<file path="src/rtl/div3_stream_scheduler_pkg.sv">
// Shared encodings and the mod-3 step function for the divisibility scheduler.
package div3_stream_scheduler_pkg;

  localparam int unsigned RES_W = 2;

  typedef enum logic [1:0] {
    ST_IDLE   = 2'd0,
    ST_SHIFT  = 2'd1,
    ST_REPORT = 2'd2
  } state_t;

  localparam logic [RES_W-1:0] R0 = 2'd0;
  localparam logic [RES_W-1:0] R1 = 2'd1;
  localparam logic [RES_W-1:0] R2 = 2'd2;

  // Residue after appending bit b below a value whose residue is r: (2r + b) mod 3.
  function automatic logic [RES_W-1:0] mod3_step(input logic [RES_W-1:0] r, input logic b);
    logic [RES_W-1:0] nxt;
    case (r)
      R0:      nxt = b ? R1 : R0;
      R1:      nxt = b ? R0 : R2;
      R2:      nxt = b ? R2 : R1;
      default: nxt = R0;
    endcase
    return nxt;
  endfunction

endpackage

</file>
<file path="src/rtl/div3_stream_scheduler_mod3.sv">
// Serial MSB-first mod-3 residue tracker with synchronous clear.
module mod3_residue_fsm
  import div3_stream_scheduler_pkg::*;
(
  input  logic             clk,
  input  logic             rst,
  input  logic             clr,
  input  logic             bit_valid,
  input  logic             bit_in,
  output logic [RES_W-1:0] residue
);

  logic [RES_W-1:0] r_residue;

  always_ff @(posedge clk or posedge rst) begin
    if (rst) begin
      r_residue <= R0;
    end else if (clr) begin
      r_residue <= R0;
    end else if (bit_valid) begin
      r_residue <= mod3_step(r_residue, bit_in);
    end
  end

  assign residue = r_residue;

endmodule

</file>
<file path="src/rtl/div3_stream_scheduler.sv">
// Round-robin scheduler sharing one serial mod-3 residue datapath between NREQ producers.
module div3_stream_scheduler
  import div3_stream_scheduler_pkg::*;
#(
  parameter int unsigned NREQ  = 4,
  parameter int unsigned WIDTH = 8
) (
  input  logic                                  clk,
  input  logic                                  rst,
  input  logic [NREQ-1:0]                       req,
  input  logic [NREQ*WIDTH-1:0]                 data,
  output logic [NREQ-1:0]                       gnt,
  output logic                                  busy,
  output logic                                  done,
  output logic [((NREQ > 1) ? $clog2(NREQ) : 1)-1:0] done_id,
  output logic [RES_W-1:0]                      residue,
  output logic                                  divisible
);

  localparam int unsigned IDW   = (NREQ > 1) ? $clog2(NREQ) : 1;
  localparam int unsigned CNT_W = $clog2(WIDTH + 1);

  state_t           r_state;
  logic [IDW-1:0]   r_rr;
  logic [WIDTH-1:0] r_shift;
  logic [CNT_W-1:0] r_cnt;
  logic [NREQ-1:0]  r_gnt;
  logic             r_busy;
  logic             r_done;
  logic [IDW-1:0]   r_done_id;
  logic [RES_W-1:0] r_residue;
  logic             r_divisible;

  logic             w_found;
  logic [IDW-1:0]   w_winner;
  logic             w_capture;
  logic [RES_W-1:0] w_res;
  logic [RES_W-1:0] w_res_next;
  logic [WIDTH-1:0] w_words [NREQ];

  for (genvar g = 0; g < NREQ; g++) begin : g_words
    assign w_words[g] = data[g*WIDTH +: WIDTH];
  end

  // First requester above the last winner, wrapping around.
  always_comb begin
    w_found  = 1'b0;
    w_winner = '0;
    for (int unsigned k = 1; k <= NREQ; k++) begin
      if (!w_found && req[IDW'((32'(r_rr) + k) % NREQ)]) begin
        w_found  = 1'b1;
        w_winner = IDW'((32'(r_rr) + k) % NREQ);
      end
    end
  end

  assign w_capture  = (r_state == ST_IDLE) && w_found;
  assign w_res_next = mod3_step(w_res, r_shift[WIDTH-1]);

  mod3_residue_fsm u_mod3 (
    .clk       (clk),
    .rst       (rst),
    .clr       (w_capture),
    .bit_valid (r_state == ST_SHIFT),
    .bit_in    (r_shift[WIDTH-1]),
    .residue   (w_res)
  );

  always_ff @(posedge clk or posedge rst) begin
    if (rst) begin
      r_state     <= ST_IDLE;
      r_rr        <= IDW'(NREQ - 1);
      r_shift     <= '0;
      r_cnt       <= '0;
      r_gnt       <= '0;
      r_busy      <= 1'b0;
      r_done      <= 1'b0;
      r_done_id   <= '0;
      r_residue   <= '0;
      r_divisible <= 1'b0;
    end else begin
      r_gnt  <= '0;
      r_done <= 1'b0;
      case (r_state)
        ST_IDLE: begin
          if (w_found) begin
            r_shift <= w_words[w_winner];
            r_cnt   <= CNT_W'(WIDTH);
            r_rr    <= w_winner;
            r_gnt   <= NREQ'(1) << w_winner;
            r_busy  <= 1'b1;
            r_state <= ST_SHIFT;
          end
        end
        ST_SHIFT: begin
          r_shift <= {r_shift[WIDTH-2:0], 1'b0};
          r_cnt   <= r_cnt - CNT_W'(1);
          // Last bit: publish the result so it is visible in the REPORT cycle.
          if (r_cnt == CNT_W'(1)) begin
            r_state     <= ST_REPORT;
            r_done      <= 1'b1;
            r_done_id   <= r_rr;
            r_residue   <= w_res_next;
            r_divisible <= (w_res_next == R0);
          end
        end
        ST_REPORT: begin
          r_busy  <= 1'b0;
          r_state <= ST_IDLE;
        end
        default: r_state <= ST_IDLE;
      endcase
    end
  end

  assign gnt       = r_gnt;
  assign busy      = r_busy;
  assign done      = r_done;
  assign done_id   = r_done_id;
  assign residue   = r_residue;
  assign divisible = r_divisible;

endmodule

</file>
<file path="config.mk">
export PLATFORM = sky130hd
export DESIGN_NAME = div3_stream_scheduler
export DESIGN_NICKNAME = d
export VERILOG_FILES = /design/src/rtl/div3_stream_scheduler_pkg.sv /design/src/rtl/div3_stream_scheduler_mod3.sv /design/src/rtl/div3_stream_scheduler.sv
export SDC_FILE = /design/constraint.sdc
export NUM_CORES = 1
export LEC_CHECK = 0
export CORE_MARGIN = 10
export CORE_UTILIZATION = 49
export DETAILED_ROUTE_END_ITERATION = 12
export GPL_TIMING_DRIVEN = 0
export PLACE_DENSITY = 0.86
export RECOVER_POWER = 50
export SYNTH_ARGS = -nofsm -noshare
export SYNTH_HDL_FRONTEND = slang
export SYNTH_HIERARCHICAL = 1
export SYNTH_SLANG_ARGS = --single-unit
</file>
<file path="constraint.sdc">
create_clock -name clk -period 3.7 [get_ports clk]
set_clock_uncertainty 0.15 [all_clocks]
set_input_delay 0.37 -clock clk [delete_from_list [all_inputs] [get_ports clk]]
set_output_delay 0.37 -clock clk [all_outputs]
set_load 0.05 [all_outputs]
</file>
After elaboration in Yosys (flattened, before gate mapping) --
Index checks and enable logic that the tools add are counted.
Word-level totals: input bits 38, output and inout port bits 11, register bits 29
Cells by class: shifts and indexed selects 1, reduce and logical (&&, ||, !) cells 18, mux-type cells 38, bitwise logic cells 1, magnitude comparators 5, add/sub/neg operators 5, equal/unequal tests 7
Operators with widths (number):
- 8-bit 2-to-1 mux | 3
- 2-bit 2-to-1 mux | 10
- 8-bit binary-select mux with 2-bit select | 1
- 8-bit one-hot mux with 2 select lines | 1
- 2-bit by 3-bit less-than comparator with 1-bit output, second input constant | 4
- 1-bit 2-to-1 mux | 12
- 4-bit 2-to-1 mux | 3
- 2-bit AND reduction | 5
- 1-bit binary-select mux with 2-bit select | 4
- 4-bit one-hot mux with 2 select lines | 1
- 2-bit zero test | 3
- 2-bit one-hot mux with 3 select lines | 1
- 2-bit nonzero test | 3
- 2-bit by 1-bit adder with 2-bit output, second input constant | 2
- 2-bit adder, second input constant | 2
- 2-bit by 1-bit == test with 1-bit output, second input constant | 2
- 2-bit == test, second input constant | 2
- 4-bit by 1-bit == test with 1-bit output, second input constant | 1
- 1-bit logical AND | 4
- 2-bit inequality test, second input constant | 2
- 2-bit one-hot mux with 2 select lines | 1
- 1-bit by 2-bit left shift with 4-bit output, first input constant | 1
- 4-bit by 1-bit subtractor with 4-bit output, second input constant | 1
- 3-bit >= comparator, second input constant | 1
- 3 further kinds | 5

Depth between registers and ports, before layout --
word-level depth 19, mapped depth 7

Hierarchy --
Netlist, hierarchy kept.
By module, submodules not included:
- div3_stream_scheduler | times used 1, cells each 140, area each 1398.8 µm²
- mod3_residue_fsm | times used 1, cells each 12, area each 107.6 µm²

Worst setup path after synthesis --
No wires, ideal clock.
kind register to register, start point register r_rr[0], end point register r_shift[0], arrival 1.529 ns, stages on the path, launching flop included 7, setup time 0.138 ns, required time 3.412 ns, slack 1.883 ns, path through dfstp_2 > nand2b_1 > o21ai_1 > a211oi_2 > buf_4 > mux2i_1 > o221ai_1
On the way: longest elaborated chain between the ends 19, elaborated cells between the ends (all ways) 34
Ends and longest elaborated chain:
- from (decl) | line div3_stream_scheduler.sv:24 | logic [IDW-1:0] r_rr;
- from (signal assigned) | line div3_stream_scheduler.sv:72 | r_rr <= IDW'(NREQ - 1);
- from (signal assigned) | line div3_stream_scheduler.sv:89 | r_rr <= w_winner;
- 2-bit by 1-bit adder with 2-bit output | line div3_stream_scheduler.sv:50, div3_stream_scheduler.sv:52
- 1-bit binary-select mux with 2-bit select | line div3_stream_scheduler.sv:50 | if (!w_found && req[IDW'((32'(r_rr) + k) % NREQ)]) begin
- 1-bit 2-to-1 mux (not written as such) | line div3_stream_scheduler.sv:50
- 1-bit 2-to-1 mux | line div3_stream_scheduler.sv:50
- 1-bit zero test | line div3_stream_scheduler.sv:50
- 1-bit logical AND | line div3_stream_scheduler.sv:50
- 1-bit 2-to-1 mux | line div3_stream_scheduler.sv:50
- 1-bit zero test | line div3_stream_scheduler.sv:50
- [2 not listed]
- 1-bit zero test | line div3_stream_scheduler.sv:50
- 1-bit logical AND | line div3_stream_scheduler.sv:50
- 2-bit 2-to-1 mux | line div3_stream_scheduler.sv:50
- 2-bit inverter with 3-bit output (not written as such) | line div3_stream_scheduler.sv:87 | r_shift <= w_words[w_winner];
- 8-bit binary-select mux with 2-bit select | line div3_stream_scheduler.sv:87
- 8-bit 2-to-1 mux (not written as such) (2 in series) | line div3_stream_scheduler.sv:87
- 8-bit 2-to-1 mux | line div3_stream_scheduler.sv:86 | if (w_found) begin
- 8-bit one-hot mux with 2 select lines | line div3_stream_scheduler.sv:84 | case (r_state)
- to (signal assigned) | line div3_stream_scheduler.sv:87
- to (signal assigned) | line div3_stream_scheduler.sv:96 | r_shift <= {r_shift[WIDTH-2:0], 1'b0};
- to (decl) | line div3_stream_scheduler.sv:25 | logic [WIDTH-1:0] r_shift;
Parallel ways exist; a longest one is shown, timed or not. The select of a mux whose other input is x is not followed. A chain may end at the register's enable or synchronous reset.

Worst setup path after layout --
start point input port req[1], end point register r_shift[7]
On the way: longest elaborated chain between the ends 18, elaborated cells between the ends (all ways) 30
Ends and longest elaborated chain:
- from (decl) | line div3_stream_scheduler.sv:10 | input logic [NREQ-1:0] req,
- 1-bit binary-select mux with 2-bit select | line div3_stream_scheduler.sv:50
- 1-bit 2-to-1 mux (not written as such) | line div3_stream_scheduler.sv:50
- 1-bit 2-to-1 mux | line div3_stream_scheduler.sv:50
- 1-bit zero test | line div3_stream_scheduler.sv:50
- 1-bit logical AND | line div3_stream_scheduler.sv:50
- 1-bit 2-to-1 mux | line div3_stream_scheduler.sv:50
- 1-bit zero test | line div3_stream_scheduler.sv:50
- 1-bit logical AND | line div3_stream_scheduler.sv:50
- 1-bit 2-to-1 mux | line div3_stream_scheduler.sv:50
- 1-bit zero test | line div3_stream_scheduler.sv:50
- 1-bit logical AND | line div3_stream_scheduler.sv:50
- 2-bit 2-to-1 mux | line div3_stream_scheduler.sv:50
- 2-bit inverter with 3-bit output (not written as such) | line div3_stream_scheduler.sv:87
- 8-bit binary-select mux with 2-bit select | line div3_stream_scheduler.sv:87
- 8-bit 2-to-1 mux (not written as such) (2 in series) | line div3_stream_scheduler.sv:87
- 8-bit 2-to-1 mux | line div3_stream_scheduler.sv:86
- 8-bit one-hot mux with 2 select lines | line div3_stream_scheduler.sv:84
Parallel ways exist; a longest one is shown, timed or not. The select of a mux whose other input is x is not followed.

==> results.txt <==
The proportion of power drawn by flip-flops and latches came out at 33.3%. After Yosys synthesis, full adders, half adders and majority gates account for 1.66% of the synthesized area. The post-detailed-routing wire length came out at 3.66 mm. In this run the static leakage power is 0.00100 µW.

Setup repair after global routing left no endpoint under its margin. The worst endpoint data arrival time is 2.31 ns. The switching power of the nets is 651 µW. The final critical-path share of the clock period is 61.2%.

In the synthesized netlist the dominant register cell turns out to be dfrtp_1. The register-to-register setup slack is 1.64 ns. After detailed routing, the number of vias per cell comes to 5.51. Of the total power, combinational logic draws 47.3%. The startpoint type of the worst setup path is an input port. The violation count after the first detailed-route iteration is 65. The portion of synthesized area spent on multiplexers is 10.6%.

The number of nets produced by synthesis is 192. During placement, the flow inserted port buffers numbering 48. After synthesis, the largest family of logic cells by area is simple AND/OR/NAND/NOR gates. The count of unresolved DRC violations after routing is 0.

The detailed-placement wirelength estimate came out at 2.86 mm. The synthesized netlist devotes 2.91% of its cell area to XOR and XNOR gates. The clock tree root buffer cell is clkbuf_4. The effective utilization at floorplan came out at 50.2%. The global route total overflow came out at 0. The flip-flop and latch count after synthesis came out at 29. The clock slew seen by the registers of the worst setup and hold paths is 0.09 ns. The routability congestion estimate came out at 0.808. The utilization after layout is 71.0%.

The longest clock path from root to sink contains 2 buffers. The number of enable-type register cells in the synthesized netlist is 0. During I/O placement, the number of pins put on the boundary was 49.

The fraction of final layout cells sized beyond drive strength 1 came out at 8.17%. The average footprint of a synthesized cell is 9.91 µm². For this design, the sink count on the clock tree is 29. The floorplan step set the die width to 75.4 µm. The biggest cell delay along the critical path came out at 0.61 ns.

The maximum level of the CTS H-tree came out at 2. Across the VDD grid, the largest voltage drop is 0.000398 V. The number of antenna diodes in the final layout is 0. The global-route wire length before repair is 6.18 mm. The simple-gate share of the synthesized area came out at 16.9%. The number of CTS-inserted buffers came out at 5. The relative slew slack came out at 32.5%. The number of nets at the end of the flow came out at 247. The fill cell instance count of the final layout came out at 222. The vias after detailed routing came out at 1327.

The share of flip-flops with an asynchronous set or reset after synthesis came out at 100%. The share of the synthesized area in compound gates (AO/OA/AOI/OAI) came out at 13.7%. Summing every instance area after synthesis gives 1510 µm². The final hold slack is 0.199 ns. Data on the critical path is required at its endpoint by 3.74 ns. The total power came out at 1650 µW. The transition time at the pin with the least slew margin came out at 1.01 ns.

The full die area came out at 5690 µm². The number of buffers and inverters on the critical path came out at 3. Once the clock tree was built, the setup fixing pass inserted 0 buffers. Setup violations remaining at the end of the flow were counted as 0. The number of different library cells used by synthesis comes to 31.

The pin count of the biggest net entering global routing came out at 28. The path type of the worst min-delay path is input port to async pin. The first-pass iteration count of the detailed router came out at 4. The setup total negative slack came out at 0 ns.

The final routed wire length divided by cell count is 15.2 µm. The max capacitance violation total is 0. The part of the Yosys area used for sequential elements came out at 48.3%.

Gates resized during post-CTS repair numbered 0. The count of synthesis-stage warnings from yosys is 6. The number of buffers added to fix hold violations after cts came out at 0. The critical path is of the input port to flip-flop type. The floorplan has 20 rows. The flow ran to the end, and the final reports show no timing, DRC or antenna violations. The number of antenna violations at the first check in global routing is 0. The number of global-route vias before repair came to 1425. TritonCTS built the clock tree. The time the worst path needs with I/O delays and setup came out at 2.26 ns. The height of the die is 75.4 µm. The cell-internal power is 1000 µW. From synthesis to final layout, the design area changed by 41.4%. The clock network is responsible for 19.4% of the overall power.

In this run the power density over the cells is 776 nW/µm². The max-slew violation total from the final report is 0. The count of antenna-violating nets left after detailed routing is 0. The placeable core region came out at 3000 µm². Based on the critical path, the design can be clocked at up to 442 MHz. STA classifies the critical path endpoint as a flip-flop. For this design, the slowest cell found on the critical path is dlygate4sd3_1. The number of endpoints with negative hold slack in the final report is 0. The all-layer global routing usage came out at 14.2%. The instance count of the mapped netlist came out at 152. Among cell families on the critical path, the largest total delay comes from simple AND/OR/NAND/NOR gates. The later pin in the worst-skew pair is clocked with a latency of 0.33 ns. The signal on the critical path passes through dlygate4sd3_1 -> nor4_1 -> or3_1 -> buf_2 -> inv_1 -> nand2_1 -> o221ai_1. Of the total power, the share spent switching nets is 39.3%.

In this run the worst path has a maximum fanout of 9.
==> metal layers <==
layer | GRT usage (%) | part of all wire (%) | vias up | routed length [µm]
met5 | 0 | 0 | - | 0
met4 | 7.84 | 2.0 | 0 | 75
met3 | 6.64 | 9.0 | 7 | 330
met2 | 24.2 | 49 | 47 | 1810
met1 | 14.1 | 39 | 626 | 1450
li1 | - | - | 647 | -
==> cell type report <==
cell class | count | area, µm² | share of cell area (%)
inverters | 11 | 41.3 | 1.94
repair buffers | 48 | 480 | 22.5
flip-flops and latches | 29 | 728 | 34.2
well taps | 33 | 41.3 | 1.94
plain buffers | 6 | 46.3 | 2.17
clock buffers | 5 | 37.5 | 1.76
clock inverters | 3 | 65.1 | 3.05
multi-input cells | 106 | 691 | 32.4
==> worst paths after layout <==
path,startpoint,cells past startpoint,to
worst max-delay path,req[1],7,r_shift[7]
worst min-delay path,rst,2,u_mod3/residue[1]
worst max register to register,r_rr[0],6,r_shift[2]
worst min register to register,divisible,2,divisible
max in group asynchronous,rst,2,gnt[1]
min in group clk,divisible,2,divisible
==> sequential cells by signal, summed over array words and instances, names as in the netlist <==
register	count
r_shift	8
r_rr	2
r_cnt	4
residue	2
gnt	4
done	1
done_id	2
divisible	1
busy	1
u_mod3/residue	2
r_state	2
==> Yosys cell counts (2+ instances only) <==
cell type | instances | area, µm²
a21oi_1 | 12 | 60.1
and3_1 | 8 | 50.1
buf_4 | 2 | 15.0
buf_6 | 2 | 22.5
dfrtp_1 | 27 | 676
dfstp_2 | 2 | 52.6
ha_1 | 2 | 25.0
inv_1 | 10 | 37.5
mux2i_1 | 16 | 160
nand2_1 | 18 | 67.6
nand2b_1 | 4 | 25.0
nand3_1 | 3 | 15.0
nor2_1 | 8 | 30.0
nor4_1 | 2 | 12.5
o21ai_0 | 7 | 35.0
o221ai_1 | 9 | 78.8
or3_1 | 3 | 18.8
xnor2_1 | 4 | 35.0
==> power by group through the flow <==
stage / Sequential [µW] / Clock (µW) / Combinational, µW
floorplan: 656 / 0 / 455
global placement: 547 / 0 / 756
detailed placement: 557 / 0 / 785
CTS: 552 / 325 / 789
global route: 570 / 338 / 867
finish: 551 / 321 / 782
==> metrics by stage <==
step / setup WS [ns] / cells / area (µm²)
after detailed placement: 1.21 / 233 / 2030
final: 1.44 / 241 / 2130
after floorplan: 1.88 / 152 / 1510
after global placement: 1.28 / 233 / 2030
after global routing: 1.26 / 241 / 2130
after CTS: 1.53 / 241 / 2130
==> layout by cell type (no fill, tap or decap), types with 3 or more instances in the layout <==
| cell type | count |
|---|---|
| clkdlybuf4s50_1 | 46 |
| dfrtp_1 | 27 |
| nand3_1 | 3 |
| inv_1 | 10 |
| xnor2_1 | 4 |
| mux2i_1 | 16 |
| o21ai_0 | 7 |
| clkbuf_4 | 5 |
| nand2_1 | 18 |
| and3_1 | 8 |
| nand2b_1 | 4 |
| a21oi_1 | 12 |
| or3_1 | 3 |
| o221ai_1 | 9 |
| nor2_1 | 8 |
==> cell families after synthesis <==
logic type | after synthesis
AND/OR/NAND/NOR | 51
AO/OA/AOI/OAI | 32
flip-flops | 29
buffers and inverters | 17
multiplexers | 16
XOR/XNOR | 5
adder cells (fa/ha/maj) | 2
Power figures use the tool's default switching activity.
